===== src/rtl/efuse_pkg.sv =====
// Shared definitions for the eFuse program-mode controller: state
// encoding, default timing, and the idle/safe pin values.
package efuse_pkg;

    typedef enum logic [2:0] {
        IDLE      = 3'd0,
        CS_SETUP  = 3'd1,
        PGM_SETUP = 3'd2,
        BIT_LOW   = 3'd3,
        BIT_HIGH  = 3'd4,
        PGM_HOLD  = 3'd5,
        CS_HOLD   = 3'd6,
        DONE      = 3'd7
    } efuse_state_t;

    // Default timing in clk_1M cycles (1 cycle = 1 us)
    localparam int DEF_SETUP_CYC    = 2;
    localparam int DEF_SCLK_LOW_CYC = 2;
    localparam int DEF_PGM_HIGH_CYC = 8;
    localparam int DEF_NBITS        = 32;

    // Safe pin bundle: macro deselected, no program mode, strobe low
    localparam logic SAFE_CSB  = 1'b1;
    localparam logic SAFE_PGM  = 1'b0;
    localparam logic SAFE_SCLK = 1'b0;
    localparam logic SAFE_DIN  = 1'b0;

    // A zero-length phase still has to occupy one cycle
    function automatic int at_least_one(input int v);
        return (v < 1) ? 1 : v;
    endfunction

endpackage


===== src/rtl/efuse_program_mode.sv =====
// One-shot eFuse burner: after reset release, latches program_bit and
// serially strobes every bit (LSB first) into a 32x1 eFuse macro.
module efuse_program_mode
    import efuse_pkg::*;
#(
    parameter int SETUP_CYC    = DEF_SETUP_CYC,
    parameter int SCLK_LOW_CYC = DEF_SCLK_LOW_CYC,
    parameter int PGM_HIGH_CYC = DEF_PGM_HIGH_CYC,
    parameter int NBITS        = DEF_NBITS
) (
    input  logic             clk_1M,
    input  logic             rst,
    input  logic [NBITS-1:0] program_bit,
    output logic             CSB,
    output logic             PGM,
    output logic             SCLK,
    output logic             DIN,
    input  logic             DOUT
);

    localparam int SETUP_N = at_least_one(SETUP_CYC);
    localparam int LOW_N   = at_least_one(SCLK_LOW_CYC);
    localparam int HIGH_N  = at_least_one(PGM_HIGH_CYC);
    localparam int MAX_N   = (SETUP_N > LOW_N) ?
                             ((SETUP_N > HIGH_N) ? SETUP_N : HIGH_N) :
                             ((LOW_N > HIGH_N) ? LOW_N : HIGH_N);
    localparam int CW      = (MAX_N > 1) ? $clog2(MAX_N) : 1;
    localparam int IW      = (NBITS > 1) ? $clog2(NBITS) : 1;

    localparam logic [CW-1:0] SETUP_LAST = CW'(SETUP_N - 1);
    localparam logic [CW-1:0] LOW_LAST   = CW'(LOW_N - 1);
    localparam logic [CW-1:0] HIGH_LAST  = CW'(HIGH_N - 1);
    localparam logic [IW-1:0] IDX_LAST   = IW'(NBITS - 1);

    efuse_state_t     r_state;
    logic [CW-1:0]    r_cnt;
    logic [IW-1:0]    r_idx;
    logic [NBITS-1:0] r_shadow;
    logic             r_csb;
    logic             r_pgm;
    logic             r_sclk;
    logic             r_din;

    // DOUT carries read data only; nothing in program mode looks at it
    logic w_dout_unused;
    assign w_dout_unused = DOUT;

    assign CSB  = r_csb;
    assign PGM  = r_pgm;
    assign SCLK = r_sclk;
    assign DIN  = r_din;

    // Sequencer: pins are updated on the same edge as the state change,
    // so every output is a flop and SCLK/CSB/PGM cannot glitch
    always_ff @(posedge clk_1M or negedge rst) begin
        if (!rst) begin
            r_state  <= IDLE;
            r_cnt    <= '0;
            r_idx    <= '0;
            r_shadow <= '0;
            r_csb    <= SAFE_CSB;
            r_pgm    <= SAFE_PGM;
            r_sclk   <= SAFE_SCLK;
            r_din    <= SAFE_DIN;
        end else begin
            case (r_state)
                IDLE: begin
                    r_shadow <= program_bit;
                    r_cnt    <= '0;
                    r_csb    <= 1'b0;
                    r_state  <= CS_SETUP;
                end
                CS_SETUP: begin
                    if (r_cnt == SETUP_LAST) begin
                        r_cnt   <= '0;
                        r_pgm   <= 1'b1;
                        r_state <= PGM_SETUP;
                    end else begin
                        r_cnt <= r_cnt + 1'b1;
                    end
                end
                PGM_SETUP: begin
                    if (r_cnt == SETUP_LAST) begin
                        r_cnt   <= '0;
                        r_idx   <= '0;
                        r_din   <= r_shadow[0];
                        r_state <= BIT_LOW;
                    end else begin
                        r_cnt <= r_cnt + 1'b1;
                    end
                end
                BIT_LOW: begin
                    if (r_cnt == LOW_LAST) begin
                        r_cnt   <= '0;
                        r_sclk  <= 1'b1;
                        r_state <= BIT_HIGH;
                    end else begin
                        r_cnt <= r_cnt + 1'b1;
                    end
                end
                BIT_HIGH: begin
                    if (r_cnt == HIGH_LAST) begin
                        r_cnt  <= '0;
                        r_sclk <= 1'b0;
                        if (r_idx == IDX_LAST) begin
                            r_din   <= 1'b0;
                            r_pgm   <= 1'b0;
                            r_state <= PGM_HOLD;
                        end else begin
                            // DIN moves only together with SCLK falling
                            r_idx   <= r_idx + 1'b1;
                            r_din   <= r_shadow[r_idx + 1'b1];
                            r_state <= BIT_LOW;
                        end
                    end else begin
                        r_cnt <= r_cnt + 1'b1;
                    end
                end
                PGM_HOLD: begin
                    if (r_cnt == SETUP_LAST) begin
                        r_cnt   <= '0;
                        r_csb   <= 1'b1;
                        r_state <= CS_HOLD;
                    end else begin
                        r_cnt <= r_cnt + 1'b1;
                    end
                end
                CS_HOLD: begin
                    if (r_cnt == SETUP_LAST) begin
                        r_cnt   <= '0;
                        r_state <= DONE;
                    end else begin
                        r_cnt <= r_cnt + 1'b1;
                    end
                end
                DONE: begin
                    // One burn per reset: park with safe pin values
                    r_csb  <= SAFE_CSB;
                    r_pgm  <= SAFE_PGM;
                    r_sclk <= SAFE_SCLK;
                    r_din  <= SAFE_DIN;
                end
                default: r_state <= IDLE;
            endcase
        end
    end

endmodule


===== config.mk =====
export PLATFORM = sky130hd
export DESIGN_NAME = efuse_program_mode
export DESIGN_NICKNAME = d
export VERILOG_FILES = /design/src/rtl/efuse_pkg.sv /design/src/rtl/efuse_program_mode.sv
export SDC_FILE = /design/constraint.sdc
export NUM_CORES = 1
export LEC_CHECK = 0
export CELL_PAD_IN_SITES_DETAIL_PLACEMENT = 0
export CELL_PAD_IN_SITES_GLOBAL_PLACEMENT = 1
export CORE_MARGIN = 2
export CORE_UTILIZATION = 42
export DETAILED_ROUTE_END_ITERATION = 6
export PLACE_DENSITY_LB_ADDON = 0.08
export SETUP_SLACK_MARGIN = 0.02
export SKIP_CTS_REPAIR_TIMING = 1
export SKIP_LAST_GASP = 1
export SLEW_MARGIN = 20
export SYNTH_ARGS = -nofsm -noshare
export SYNTH_HDL_FRONTEND = slang
export SYNTH_SLANG_ARGS = --single-unit

===== constraint.sdc =====
create_clock -name clk_1M -period 2.65 [get_ports clk_1M]
set_input_delay 0.53 -clock clk_1M [delete_from_list [all_inputs] [get_ports clk_1M]]
set_output_delay 0.53 -clock clk_1M [all_outputs]
set_load 0.05 [all_outputs]

After elaboration in Yosys (flattened, before gate mapping) --
Index checks and enable logic that the tools add are counted.
Word-level totals: register bits 47, latch bits 0, RAM bits 0, ROM bits 0, input port bits 35, output and inout bits 4, logic and storage cells 72, memories 0
Cells by class: add/sub/neg operators 2, $mul 0, div/mod/pow operators 0, magnitude comparators 1, eq/ne operators 18, shifts and indexed selects 0, multiplexer cells 28, bitwise gates (word level) 0, reductions and logical operators 15
Operators by type and width (number):
- $mux W3 | 9
- $pmux W3 S7 | 1
- $ne A2 B2 Y1 const B | 8
- $eq A3 B3 Y1 const B | 5
- $mux W5 | 3
- $reduce_bool A3 Y1 | 5
- $pmux W1 S3 | 4
- $pmux W5 S2 | 1
- $pmux W3 S3 | 1
- $mux W1 | 8
- $reduce_and A4 Y1 | 2
- $reduce_and A7 Y1 | 1
- $reduce_bool A7 Y1 | 1
- $eq A3 B1 Y1 const B | 2
- $eq A3 B2 Y1 const B | 2
- $lt A5 B6 Y1 const B | 1
- $reduce_and A3 Y1 | 2
- $add A5 B1 Y5 const B | 1
- $bmux W1 S5 | 1
- $eq A5 B5 Y1 const B | 1
- $reduce_or A5 Y1 | 1
- $add A3 B1 Y3 const B | 1
- $logic_not A3 Y1 | 1
- $reduce_and A2 Y1 | 1
- $reduce_bool A2 Y1 | 1

Logic depth before layout (Yosys ltp) --
depth in word-level cells 6, mapped depth 7, gate-level depth less buffers 7

Least setup slack after synthesis --
OpenSTA, ideal clock, no wires.
path type register to register, start point register r_idx[0], end point register r_din (netlist: DIN), setup time 0.104 ns, arrival time 1.898 ns, required time 2.546 ns, path slack 0.648 ns, cell stages (with the launch flop) 7, buffers on the path 0, clock period less this slack 2.002 ns, path through dfrtp_1 -> ha_1 -> xor2_1 -> mux4_2 -> nand3_1 -> o311ai_1 -> o311ai_1
Between the ends: word-level cells in the longest chain between the ends 6, elaborated cells on any way between the ends 7, those cells by class add/sub: 1; eq/ne: 1; mux: 5
RTL lines:
- start: declaration | line efuse_program_mode.sv:37 | logic [IW-1:0] r_idx;
- start signal: assignment | line efuse_program_mode.sv:111 | r_idx <= r_idx + 1'b1;
- $add A5 B1 Y5 | line efuse_program_mode.sv:112 | r_din <= r_shadow[r_idx + 1'b1];
- $bmux W1 S5 | line efuse_program_mode.sv:112
- $mux W1 (not written as such) | line efuse_program_mode.sv:112
- $mux W1 * | line efuse_program_mode.sv:105 | if (r_idx == IDX_LAST) begin
- $mux W1 * | line efuse_program_mode.sv:102 | if (r_cnt == HIGH_LAST) begin
- $pmux W1 S3 * | line efuse_program_mode.sv:66 | case (r_state)
- end signal: assignment | line efuse_program_mode.sv:86 | r_din <= r_shadow[0];
- end signal: assignment | line efuse_program_mode.sv:112
- end: declaration | line efuse_program_mode.sv:42 | logic r_din;
Every way passes the cells marked *; elsewhere a longest branch is shown, timed or not. The select of a mux whose other input is x is not followed. A chain may end at the register's enable or synchronous reset.

Final worst setup path --
start point register r_idx[1], end point register r_din (netlist: DIN)
The elaborated chain is that of the path after synthesis.

==> results.json <==
{
  "die_area_mm2": 0.00636,
  "avgSynthCellArea_um2": 12.2,
  "cts_root_buf": "clkbuf_8",
  "synth_flop_cell": "dfrtp_1",
  "num_vias": 1653,
  "max_cap_viol_count": 0,
  "fin_crit_sh_pct": 84.0,
  "stdcell_count": 306,
  "global_route.overflow_total": 0,
  "peakVddDrop_mv": 0.249,
  "start_util_pct": 43.7,
  "maxSlewHeadroom_pct": 56.4,
  "grt_pass1_vias": 1697,
  "total_power_mw": 1.33,
  "worstPathArrival_ps": 2430,
  "ys_seq_area_share_pct": 48.9,
  "crit_type": "flop to flop",
  "path_buf_inv": 0,
  "setup_violations": 0,
  "firstDrtPassIters": 4,
  "clk_latency_ps": 300,
  "ys_warn_count": 0,
  "antenna_left": 0,
  "slowest_stage": "mux4_2",
  "cts_sinks": 47,
  "die_w_um": 79.7,
  "p_leak_nw": 1.17,
  "end_kind": "flop",
  "drt_iter0_drc": 23,
  "powerDensity_mw_per_mm2": 455,
  "antennaDiodeCount": 0,
  "clock_path_buffers": 2,
  "crit_path_frequent_cell": "o311ai_1",
  "rsz0062_at_grt": "false",
  "h-tree-depth": 2,
  "grt_pass1_wl_mm": 7.96,
  "io_pins": 39,
  "routabilityCongestion": 0.806,
  "port_buffers": 37,
  "fill_cells": 483,
  "syn-num-nets": 239,
  "grt_max_degree": 48,
  "drive_above_1_share_pct": 22.2,
  "core_area_mm2": 0.00551,
  "worst_slew_pin_slew_ps": 652,
  "skew_ps": 6.26,
  "netlist-cell-type-count": 38,
  "antenna_found_initial": 0,
  "cp.required_ps": 2860,
  "path_cells": "ha_1 > xor2_1 > mux4_2 > nand3b_1 > o311ai_1 > o311ai_1",
  "cpLargestDelayFamily": "multiplexers",
  "hold_path_class": "input port to asynchronous set/reset pin",
  "num_rows": 27,
  "syn_area_mm2": 0.00241,
  "syn_to_final_growth_pct": 21.7,
  "drt-wirelength-per-cell_um": 15.1,
  "chipHeight_um": 79.7,
  "start_kind": "flop",
  "drc": 0,
  "critPathMaxStageDelay_ps": 580,
  "drt-total-wl_mm": 4.63,
  "maxSlewViolCount": 0,
  "critPathMaxFanout": 4,
  "fin_crit_ps": 2220,
  "cts_buffers": 5,
  "grt_use_total_pct": 16.2,
  "tns_ps": 0,
  "hpwl_mm": 3.31,
  "max_freq_mhz": 449,
  "synth-edff-count": 0,
  "syn_inst": 198,
  "async_flop_share_pct": 100,
  "nNetsFinal": 274,
  "cts_tree": "done",
  "status": "finished clean",
  "hold_viol": 0,
  "dp.cells": 298,
  "path_clk_slew_ps": 90,
  "ys_seq_elements": 47,
  "avgViaCountPerCell": 5.40
}
## report_power, final
part / internal [mW] / switching, mW / total (mW)
Sequential: 0.742 / 0.0130 / 0.755
Combinational: 0.0713 / 0.0334 / 0.105
Clock: 0.238 / 0.235 / 0.473
## through the flow
stage,hold WS [ps],utilization [%],instance area [um^2],setup WS (ps)
floorplan,234,-,2410,648
global placement,484,51.4,2830,424
detailed placement,490,51.4,2830,422
CTS,335,53.2,2930,397
global route,357,53.2,2930,221
finish,304,53.2,2930,425
## layer usage
layer  wire, um  global-route usage, %
met1       2040                   20.8
met2       2360                   27.1
met3        161                   3.39
met4         63                   5.52
met5          0                      0
## layout make-up
class / count / area [um^2] / area share [%]
clock buffer: 8 / 100 / 3.41
inverter: 4 / 15.0 / 0.512
multi-input combinational: 134 / 1150 / 39.4
sequential: 47 / 1180 / 40.2
tap: 72 / 90.1 / 3.07
timing repair buffer: 41 / 395 / 13.5
## worst reg2reg max path, cell delays in order, from the launching register on
cell	delay, ps
dfrtp_1	410
ha_1	230
xor2_1	480
mux4_2	580
nand3b_1	100
o311ai_1	100
o311ai_1	230
## synthesized netlist by cell type (all sizes together), types with 3 or more instances
master / count / area, um^2
dfrtp: 46 / 1150
mux2: 34 / 383
nand2: 14 / 52.6
o21ai: 13 / 65.1
mux2i: 10 / 100
a21oi: 7 / 35.0
clkbuf: 7 / 26.3
buf: 6 / 41.3
ha: 6 / 75.1
mux4: 6 / 143
nor2: 5 / 18.8
inv: 4 / 15.0
nand3: 4 / 20.0
a211oi: 3 / 22.5
a21o: 3 / 22.5
nor3b: 3 / 22.5
o311ai: 3 / 26.3
## sequential cells by signal (all words and copies together) (netlist names)
| signal | cells |
|---|---|
| DIN | 1 |
| r_state | 3 |
| r_shadow | 32 |
| CSB | 1 |
| r_idx | 5 |
| PGM | 1 |
| r_cnt | 3 |
| SCLK | 1 |
## final timing paths
check	slack (ps)	start	endpoint	cells after the start
min in group clk_1M	500	r_idx[4]	r_idx[4]	2
worst max register to register	430	r_idx[1]	DIN	6
worst min-delay path	300	rst	PGM	2
worst max-delay path	430	r_idx[1]	DIN	6
max in group asynchronous	1930	rst	r_shadow[30]	2
worst min register to register	500	r_idx[4]	r_idx[4]	2
## placed cells by master (no fill, tap or decap), types with 2 or more instances in the layout
master / count
nand3_1: 4
clkdlybuf4s50_1: 36
a31oi_1: 2
ha_1: 6
o311ai_1: 2
and3_1: 2
a211oi_1: 3
xor2_1: 2
buf_4: 4
nand4b_1: 2
dfrtp_1: 46
inv_1: 4
mux2i_1: 10
clkbuf_8: 7
mux4_2: 4
o21ai_0: 13
mux2_2: 34
o31ai_1: 2
a21oi_1: 7
nor2b_1: 2
mux4_1: 2
a21o_1: 3
nor3b_1: 3
nor2_1: 5
nand2_1: 14
o22ai_1: 2
## logic make-up after synthesis
group	after synthesis	share of synthesized area [%]
and+or+nand+nor	38	8.05
adders and majority gates	6	3.12
buffers and inverters	17	3.43
DFF	47	48.9
AOI/OAI and AO/OA	37	9.45
xor gates and xnor gates	3	1.09
muxes	50	26.0
Note: power is estimated with default switching activity, not from simulation.
